`config.mk`:
```
export PLATFORM = sky130hd
export DESIGN_NAME = toy_bus_age_arb_pkt_flat
export DESIGN_NICKNAME = d
export VERILOG_FILES = /design/src/rtl/toy_bus_pkg.sv /design/src/rtl/toy_bus_age_arb_pkt_if.sv /design/src/rtl/toy_bus_age_mtx.sv /design/src/rtl/toy_bus_age_arb_pkt.sv /design/src/flat_wrapper.sv
export SDC_FILE = /design/constraint.sdc
export NUM_CORES = 1
export LEC_CHECK = 0
export ABC_CLOCK_PERIOD_IN_PS = 4000
export CAP_MARGIN = 20
export CORE_AREA = 2 2 715 717
export DETAILED_ROUTE_END_ITERATION = 12
export DIE_AREA = 0 0 717 719
export GPL_TIMING_DRIVEN = 1
export HOLD_SLACK_MARGIN = 0.02
export SYNTH_ARGS = -nofsm -noshare
export SYNTH_HDL_FRONTEND = slang
export SYNTH_HIERARCHICAL = 1
export SYNTH_SLANG_ARGS = --single-unit
```
`constraint.sdc`:
```
create_clock -name clk -period 4 [get_ports clk]
set_clock_uncertainty 0.15 [all_clocks]
set_input_delay 0.6 -clock clk [delete_from_list [all_inputs] [get_ports clk]]
set_output_delay 0.6 -clock clk [all_outputs]
set_load 0.05 [all_outputs]
```
`src/rtl/toy_bus_pkg.sv`:
```
// Shared toy-bus constants: payload widths, field offsets, arbiter lock state.
// Request payload: addr|strb|data|opcode|src_id|tgt_id|sideband, LSB first.
package toy_bus_pkg;

  localparam int TOY_BUS_REQ_PLD_W = 361;
  localparam int TOY_BUS_RSP_PLD_W = 297;

  localparam int ADDR_LSB = 0;
  localparam int STRB_LSB = 32;
  localparam int DATA_LSB = 64;
  localparam int OPC_LSB  = 320;
  localparam int SRC_LSB  = 321;
  localparam int TGT_LSB  = 325;
  localparam int SB_LSB   = 329;

  // Response payload drops addr and strb.
  localparam int RSP_DATA_LSB = 0;
  localparam int RSP_OPC_LSB  = 256;
  localparam int RSP_SRC_LSB  = 257;
  localparam int RSP_TGT_LSB  = 261;
  localparam int RSP_SB_LSB   = 265;

  typedef enum logic {
    ARB_IDLE,
    ARB_LOCK
  } arb_st_e;

endpackage

```
`src/rtl/toy_bus_age_arb_pkt_if.sv`:
```
// N-to-1 arbitration bundle: per-requester vld/rdy/pld/last in, one channel out.
// slave = arbiter view, master = requesters plus downstream sink view.
interface toy_bus_age_arb_pkt_if
  import toy_bus_pkg::*;
#(
  parameter int NUM_IN = 4,
  parameter int PLD_W  = TOY_BUS_REQ_PLD_W
);
  localparam int ID_W = $clog2(NUM_IN);

  logic [NUM_IN-1:0]       in_vld;
  logic [NUM_IN-1:0]       in_rdy;
  logic [NUM_IN*PLD_W-1:0] in_pld;
  logic [NUM_IN-1:0]       in_last;
  logic                    out_vld;
  logic                    out_rdy;
  logic [PLD_W-1:0]        out_pld;
  logic                    out_last;
  logic [ID_W-1:0]         out_gnt_id;

  modport master (
    output in_vld, in_pld, in_last, out_rdy,
    input  in_rdy, out_vld, out_pld, out_last, out_gnt_id
  );

  modport slave (
    input  in_vld, in_pld, in_last, out_rdy,
    output in_rdy, out_vld, out_pld, out_last, out_gnt_id
  );

endinterface

```
`src/rtl/toy_bus_age_mtx.sv`:
```
// N-wide age matrix: age_row[i][j]=1 means j is older than i; reset puts 0 oldest.
// Ports: clk, rst (async high), update_en (one-hot, makes that index youngest), age_row.
module toy_bus_age_mtx #(
  parameter int N = 4
) (
  input  logic         clk,
  input  logic         rst,
  input  logic [N-1:0] update_en,
  output logic [N-1:0] age_row [N]
);

  // Diagonal bits are never written and stay 0.
  always_ff @(posedge clk or posedge rst) begin
    if (rst) begin
      for (int i = 0; i < N; i++)
        for (int j = 0; j < N; j++)
          age_row[i][j] <= 1'(j < i);
    end else begin
      for (int i = 0; i < N; i++)
        for (int j = 0; j < N; j++)
          if (i != j) begin
            if (update_en[i])
              age_row[i][j] <= 1'b1;
            else if (update_en[j])
              age_row[i][j] <= 1'b0;
          end
    end
  end

  for (genvar i = 0; i < N; i++) begin : g_r
    for (genvar j = i + 1; j < N; j++) begin : g_c
      a_anti: assert property (@(posedge clk) disable iff (rst)
        age_row[i][j] ^ age_row[j][i]);
    end
  end

endmodule

```
`src/rtl/toy_bus_age_arb_pkt.sv`:
```
// Age-matrix N:1 arbiter with packet lock and stall lock; oldest valid wins.
// Ports: clk, rst (async high), bus (slave). Option: TOY_BUS_ARB_OUT_REG_EN.
module toy_bus_age_arb_pkt
  import toy_bus_pkg::*;
#(
  parameter int NUM_IN = 4,
  parameter int PLD_W  = TOY_BUS_REQ_PLD_W
) (
  input logic                  clk,
  input logic                  rst,
  toy_bus_age_arb_pkt_if.slave bus
);

  localparam int ID_W = $clog2(NUM_IN);

  logic [NUM_IN-1:0] age_row [NUM_IN];
  logic [NUM_IN-1:0] sel;
  logic [NUM_IN-1:0] gnt;
  logic [NUM_IN-1:0] upd;
  arb_st_e           st;
  logic [ID_W-1:0]   gnt_q;
  logic              rdy_int;
  logic              vld_c;
  logic              last_c;
  logic [PLD_W-1:0]  pld_c;
  logic [ID_W-1:0]   id_c;

  toy_bus_age_mtx #(.N(NUM_IN)) u_mtx (
    .clk       (clk),
    .rst       (rst),
    .update_en (upd),
    .age_row   (age_row)
  );

  always_comb begin
    for (int i = 0; i < NUM_IN; i++)
      sel[i] = bus.in_vld[i] & ~|(age_row[i] & bus.in_vld);
  end

  // Grant is forced to zero during reset so outputs read idle at once.
  always_comb begin
    gnt = '0;
    if (!rst) begin
      unique case (st)
        ARB_LOCK: gnt[gnt_q] = 1'b1;
        default:  gnt = sel;
      endcase
    end
  end

  always_comb begin
    vld_c  = 1'b0;
    last_c = 1'b0;
    pld_c  = '0;
    id_c   = '0;
    for (int i = 0; i < NUM_IN; i++) begin
      vld_c  = vld_c  | (gnt[i] & bus.in_vld[i]);
      last_c = last_c | (gnt[i] & bus.in_vld[i] & bus.in_last[i]);
      pld_c  = pld_c  | ({PLD_W{gnt[i] & bus.in_vld[i]}}
                         & bus.in_pld[i*PLD_W +: PLD_W]);
      if (gnt[i])
        id_c = id_c | ID_W'(i);
    end
  end

  assign bus.in_rdy = gnt & {NUM_IN{rdy_int}};
  assign upd        = bus.in_vld & bus.in_rdy & bus.in_last;

  always_ff @(posedge clk or posedge rst) begin
    if (rst) begin
      st    <= ARB_IDLE;
      gnt_q <= '0;
    end else begin
      unique case (st)
        ARB_IDLE:
          if (vld_c && (!rdy_int || !last_c)) begin
            st    <= ARB_LOCK;
            gnt_q <= id_c;
          end
        ARB_LOCK:
          if (vld_c && rdy_int && last_c)
            st <= ARB_IDLE;
        default:
          st <= ARB_IDLE;
      endcase
    end
  end

`ifdef TOY_BUS_ARB_OUT_REG_EN
  logic             full;
  logic [PLD_W-1:0] r_pld;
  logic             r_last;
  logic [ID_W-1:0]  r_id;

  assign rdy_int = ~full | bus.out_rdy;

  always_ff @(posedge clk or posedge rst) begin
    if (rst) begin
      full   <= 1'b0;
      r_pld  <= '0;
      r_last <= 1'b0;
      r_id   <= '0;
    end else if (rdy_int) begin
      full   <= vld_c;
      r_pld  <= pld_c;
      r_last <= last_c;
      r_id   <= id_c;
    end
  end

  assign bus.out_vld    = full;
  assign bus.out_pld    = r_pld;
  assign bus.out_last   = r_last;
  assign bus.out_gnt_id = r_id;
`else
  assign rdy_int        = bus.out_rdy;
  assign bus.out_vld    = vld_c;
  assign bus.out_pld    = pld_c;
  assign bus.out_last   = last_c;
  assign bus.out_gnt_id = id_c;
`endif

  a_gnt: assert property (@(posedge clk) disable iff (rst)
    $onehot0(gnt));

  a_stab: assert property (@(posedge clk) disable iff (rst)
    bus.out_vld && !bus.out_rdy |=> !bus.out_vld || $stable(bus.out_pld));

endmodule
```
`src/flat_wrapper.sv`:
```
// flat-port wrapper written by rule: the top's interface ports become plain ports
module toy_bus_age_arb_pkt_flat import toy_bus_pkg::*;
#(
  parameter int NUM_IN = 4,
  parameter int PLD_W  = TOY_BUS_REQ_PLD_W
)
  (clk, rst, bus_in_vld, bus_in_pld, bus_in_last, bus_out_rdy, bus_in_rdy, bus_out_vld, bus_out_pld, bus_out_last, bus_out_gnt_id);
  toy_bus_age_arb_pkt_if #(.NUM_IN(NUM_IN), .PLD_W(PLD_W)) bus_i ();
  input logic clk;
  input logic rst;
  input wire logic [$bits(bus_i.in_vld)-1:0] bus_in_vld;
  input wire logic [$bits(bus_i.in_pld)-1:0] bus_in_pld;
  input wire logic [$bits(bus_i.in_last)-1:0] bus_in_last;
  input wire logic [$bits(bus_i.out_rdy)-1:0] bus_out_rdy;
  output wire logic [$bits(bus_i.in_rdy)-1:0] bus_in_rdy;
  output wire logic [$bits(bus_i.out_vld)-1:0] bus_out_vld;
  output wire logic [$bits(bus_i.out_pld)-1:0] bus_out_pld;
  output wire logic [$bits(bus_i.out_last)-1:0] bus_out_last;
  output wire logic [$bits(bus_i.out_gnt_id)-1:0] bus_out_gnt_id;
  assign bus_i.in_vld = bus_in_vld;
  assign bus_i.in_pld = bus_in_pld;
  assign bus_i.in_last = bus_in_last;
  assign bus_i.out_rdy = bus_out_rdy;
  assign bus_in_rdy = bus_i.in_rdy;
  assign bus_out_vld = bus_i.out_vld;
  assign bus_out_pld = bus_i.out_pld;
  assign bus_out_last = bus_i.out_last;
  assign bus_out_gnt_id = bus_i.out_gnt_id;
  toy_bus_age_arb_pkt #(.NUM_IN(NUM_IN), .PLD_W(PLD_W)) u_core (.clk(clk), .rst(rst), .bus(bus_i));
endmodule
```
Word-level counts from Yosys, hierarchy flattened
Index checks and enable logic that the tools add are counted.

word-level totals
  register bits = 15
  latch bits = 0
  RAM bits = 0
  bits in read-only memories = 0
  output and inout bits = 369
  memories = 0

operators by class
  add/subtract/negate cells = 0
  multipliers = 0
  divide/modulo/power cells = 0
  magnitude comparators = 2
  eq/ne operators = 0
  shift-type cells = 0
  mux-type cells = 26
  bitwise logic cells = 33
  reductions and logical operators = 22

operator list
  cell                                                                                 count
  361-bit AND                                                                          4
  361-bit bitwise OR                                                                   3
  4-bit AND                                                                            7
  1-bit 2-to-1 mux                                                                     20
  4-bit OR reduction                                                                   4
  1-bit AND                                                                            12
  2-bit nonzero test                                                                   6
  4-bit 2-to-1 mux                                                                     2
  1-bit logical NOT                                                                    6
  1-bit bitwise OR                                                                     6
  1-bit logical AND                                                                    4
  2-bit 2-to-1 mux                                                                     2
  2-bit by 3-bit < comparator with 1-bit output, second input constant                 1
  1-bit demux with 2-bit select                                                        1
  2-bit by 1-bit greater-or-equal comparator with 1-bit output, second input constant  1
  1-bit one-hot mux with 2 select lines                                                1
  2-bit AND reduction                                                                  1
  1-bit logical OR                                                                     1
  1-bit inverter                                                                       1

Logic depth before layout (Yosys ltp)
Gate-level depths: netlist of run 1.

  depth after elaboration = 16
  depth in mapped cells = 9

Hierarchy
The synthesis of run 1 kept the hierarchy.

by module, submodules not included
  module               times used  cells each  area an instance (um^2)  sequential area each (um^2)
  toy_bus_age_arb_pkt  1           1303        8007.7                   75.1
  toy_bus_age_mtx      1           34          450.4                    307.8

Worst setup path after synthesis of run 1
OpenSTA, ideal clock, no wires.

  path type = input port to output port
  from = input bus_in_vld[1]
  to = output bus_in_rdy[0]
  arrival time = 2621 ps
  required time = 3250 ps
  path slack = 629 ps
  cell stages on the path = 3
  path buffers = 0
  cell sequence = a22oi_1 > a41oi_2 > nor4b_1

between the ends
  longest elaborated chain between the ends = 7

ends and longest elaborated chain
  element             line                       RTL
  start: declaration  flat_wrapper.sv:11         input wire logic [$bits(bus_i.in_vld)-1:0] bus_in_vld;
  4-bit AND           toy_bus_age_arb_pkt.sv:37  sel[i] = bus.in_vld[i] & ~|(age_row[i] & bus.in_vld);
  4-bit OR reduction  toy_bus_age_arb_pkt.sv:37
  1-bit logical NOT   toy_bus_age_arb_pkt.sv:37
  1-bit AND           toy_bus_age_arb_pkt.sv:37
  4-bit 2-to-1 mux    toy_bus_age_arb_pkt.sv:44  unique case (st)
  4-bit 2-to-1 mux    toy_bus_age_arb_pkt.sv:43  if (!rst) begin
  4-bit AND           toy_bus_age_arb_pkt.sv:66  assign bus.in_rdy = gnt & {NUM_IN{rdy_int}};
  end: declaration    flat_wrapper.sv:15         output wire logic [$bits(bus_i.in_rdy)-1:0] bus_in_rdy;

No other way between the ends.

Final worst setup path of run 1
  from = input bus_in_vld[1]
  to = output bus_out_pld[227]

between the ends
  longest elaborated chain between the ends = 11

ends and longest elaborated chain
  element                          line                       RTL
  4-bit AND                        toy_bus_age_arb_pkt.sv:37
  4-bit OR reduction               toy_bus_age_arb_pkt.sv:37
  1-bit logical NOT                toy_bus_age_arb_pkt.sv:37
  1-bit AND                        toy_bus_age_arb_pkt.sv:37
  4-bit 2-to-1 mux                 toy_bus_age_arb_pkt.sv:44
  4-bit 2-to-1 mux                 toy_bus_age_arb_pkt.sv:43
  1-bit AND                        toy_bus_age_arb_pkt.sv:59  pld_c = pld_c | ({PLD_W{gnt[i] & bus.in_vld[i]}}
  361-bit AND                      toy_bus_age_arb_pkt.sv:60  & bus.in_pld[i*PLD_W +: PLD_W]);
  361-bit bitwise OR (2 in a row)  toy_bus_age_arb_pkt.sv:59
  361-bit bitwise OR (*)           toy_bus_age_arb_pkt.sv:59
  end: declaration                 flat_wrapper.sv:17         output wire logic [$bits(bus_i.out_pld)-1:0] bus_out_pld;

Mark *: on every way between the ends. The rest lies on a longest branch, timed or not.

==> flow_summary.ini, run 1 <==
[worst_setup_path]
required_ns = 3.25
crit_fanout = 32
endpoint = bus_out_pld[227]
rr_startpoint = u_core/st$_DFF_PP0_
crit_start = bus_in_vld[1]
r2r_slack_ns = 1.04
cp_slowest_cell = a22oi_2
endpoint_kind = primary output
start_kind = input port
slowest_delay_ns = 0.90
path_class = in -> out
r2r_end = u_core/st$_DFF_PP0_
crit_path_frequent_cell = buf_12
path_cells = dlygate4sd2_1, nand2_1, a41oi_2, nor4b_2, buf_4, buf_12, buf_12, a22oi_2, nand2_2, buf_12
rr_worst_depth = 8
crit_arrival_ns = 3.51

[floorplan]
die_area_sq_um = 516000
ios = 1824
die_h_microns = 719
coreArea_sq_um = 508000
rows = 262
fp.dieW_microns = 717
start_util_pct = 1.67

[flow_run]
maxCapViolCount = 0

[timing]
max_freq_mhz = 235
finalCritPeriodShare_pct = 106
slew_headroom_pct = 31.6
tns_ns = -1.24
final.setup.worst_slack_ns = -0.258
finalHoldViolations = 0
timing.hold.ws_ns = 0.339
slew_violations = 0
worst_slew_pin_slew_ns = 1.03
period_needed_ns = 4.26
grt_setup_unrepaired = true
final-setup-viol-count = 22

[layout]
final_nets = 4571
fin_util_pct = 8.00
final_cell_mix = clkdlybuf4s50_1, a22oi_1, buf_12
layout_commonest_cell = clkdlybuf4s50_1
area_growth_syn_to_layout_pct = 380
drive_above_1_share_pct = 18.6
fillers = 59100

[yosys]
synth_area_sq_um = 8460
synthDistinctLibCells = 27
ys_seq_area_share_pct = 4.53
netlist_instances = 1337
yosysWarnings = 14
syn_area_per_cell_sq_um = 6.33
synth-seq-cells = 15

[clocking]
root_buffer = clkbuf_16
cts_tree = yes
worstSkewPairLatency_ns = 0.24
cts_buffer_depth = 2
htree_levels = 1
cts-buffers-inserted = 3
postCtsHoldBufs = 0
cts_sinks = 15
clk_pin_slew_ns = 0.05

[drt]
drtPass1Iterations = 9
vias = 25700
vias_per_cell = 2.55
drc = 0
drt-total-wl_microns = 505000
wl_per_cell_microns = 50.2
ant_nets = 0
drtIter0Drc = 2591

[min_path]
hp-class = reg -> reg
min_path_cells = 1

[global_route]
grt_pass1_wl_microns = 552000
grt_overflow = 0
grt_max_degree = 59
grt_usage_pct = 18.8
antenna_found_initial = 751
grt_pass1_vias = 21900

[pwr]
vdd_drop_max_uv = 228
leakage_uw = 0.0131
power_density_nw_per_um2 = 495
power.total_uw = 20100

[placement]
portBuffers = 1823
gp_congestion = 1.22
dp_hpwl_microns = 481000

[outcome]
violations = negative setup slack
status = finished with violations
-- worst min path at each step --
stage	from	endpoint
after floorplan	u_core/u_mtx/age_row[13]$_DFFE_PP0P_	u_core/u_mtx/age_row[13]$_DFFE_PP0P_
after global placement	u_core/u_mtx/age_row[7]$_DFFE_PP0P_	u_core/u_mtx/age_row[7]$_DFFE_PP0P_
after detailed placement	u_core/u_mtx/age_row[7]$_DFFE_PP0P_	u_core/u_mtx/age_row[7]$_DFFE_PP0P_
after CTS	u_core/u_mtx/age_row[7]$_DFFE_PP0P_	u_core/u_mtx/age_row[7]$_DFFE_PP0P_
after global routing	u_core/u_mtx/age_row[7]$_DFFE_PP0P_	u_core/u_mtx/age_row[7]$_DFFE_PP0P_
final	u_core/u_mtx/age_row[7]$_DFFE_PP0P_	u_core/u_mtx/age_row[7]$_DFFE_PP0P_
-- state kept, by name, summed over array words and instances (netlist names) --
| signal | flops |
|---|---|
| u_core/gnt_q | 2 |
| u_core/st | 1 |
| u_core/u_mtx/age_row | 12 |
-- worst max-delay path: cells and delay by family --
kind / cells / cell delay [ns]
AO/OA/AOI/OAI: 2 / 1.15
AND/OR/NAND/NOR: 3 / 0.40
buffers and inverters: 5 / 1.12
-- layout make-up --
type / count / area [sq um] / share of cell area [%]
Inverter: 12 / 45.0 / 0.111
Multi-Input combinational cell: 1147 / 7630 / 18.8
Tap cell: 6732 / 8420 / 20.7
Clock buffer: 4 / 78.8 / 0.194
Timing Repair Buffer: 1937 / 23500 / 57.8
Antenna cell: 232 / 581 / 1.43
Sequential cell: 15 / 383 / 0.943
-- per-layer routing --
metal  global-route usage (%)  share of wire (%)
met1                     16.4                 30
met2                     33.0                 49
met3                     13.3                 16
met4                     7.42                5.4
met5                    0.420               0.56
-- where the power goes --
group / leakage (uW) / switching (uW) / total, uW / internal [uW]
registers: 0.000169 / 68.9 / 318 / 249
logic: 0.0129 / 12100 / 19600 / 7470
clock network: 0.0000396 / 57.2 / 192 / 135
-- per-stage QoR --
stage	cell area, sq um	setup WS (ns)	instances
6_report	40600	-0.258	10100
5_1_grt	40400	-0.0338	9999
4_1_cts	39900	-0.0171	9847
3_5_place_dp	39400	-1.13	9830
3_3_place_gp	39300	-1.25	9827
2_1_floorplan	8470	0.629	1340
-- cell families (layout without fill, tap and decap cells) --
kind of cell,count (synthesis),in the layout,synth area share [%]
AOI/OAI and AO/OA,748,748,66.7
buffers and inverters,178,1953,10.1
other,1,236,0.0443
muxes,2,2,0.266
and+or+nand+nor,393,393,18.3
DFF,15,15,4.53
-- cells in the mapped netlist --
master	n	area (sq um)
clkbuf_1	29	109
nor2_1	1	3.75
buf_4	4	30.0
dfstp_2	6	158
buf_2	132	661
inv_2	4	15.0
a21o_1	12	90.1
nor3_1	3	15.0
and2_1	6	37.5
or4_4	1	11.3
a41oi_2	3	48.8
mux2_1	2	22.5
o21a_1	2	15.0
a211oi_2	1	12.5
buf_6	1	11.3
a22oi_1	726	5450
nand2_1	369	1390
conb_1	1	3.75
and2_2	1	7.51
nor4_1	5	31.3
nor4b_1	5	43.8
a21boi_0	2	15.0
inv_1	8	30.0
a21oi_1	1	5.00
dfrtp_1	9	225
a41oi_1	1	8.76
or2_2	2	12.5
-- what timing repair did --
item,in CTS,in global routing
buffers inserted,10,0
resized for setup,66,27
gates cloned,3,0
pin swaps,6,4
endpoints found under the setup margin,202,40
(Power assumes the default switching activity.)
==> run 2, diff against run 1 <==
Settings changed: CAP_MARGIN 20 to 0.
==> results of run 2 <==
Same layout as run 1: the final DEF is identical, and so are final timing and power.
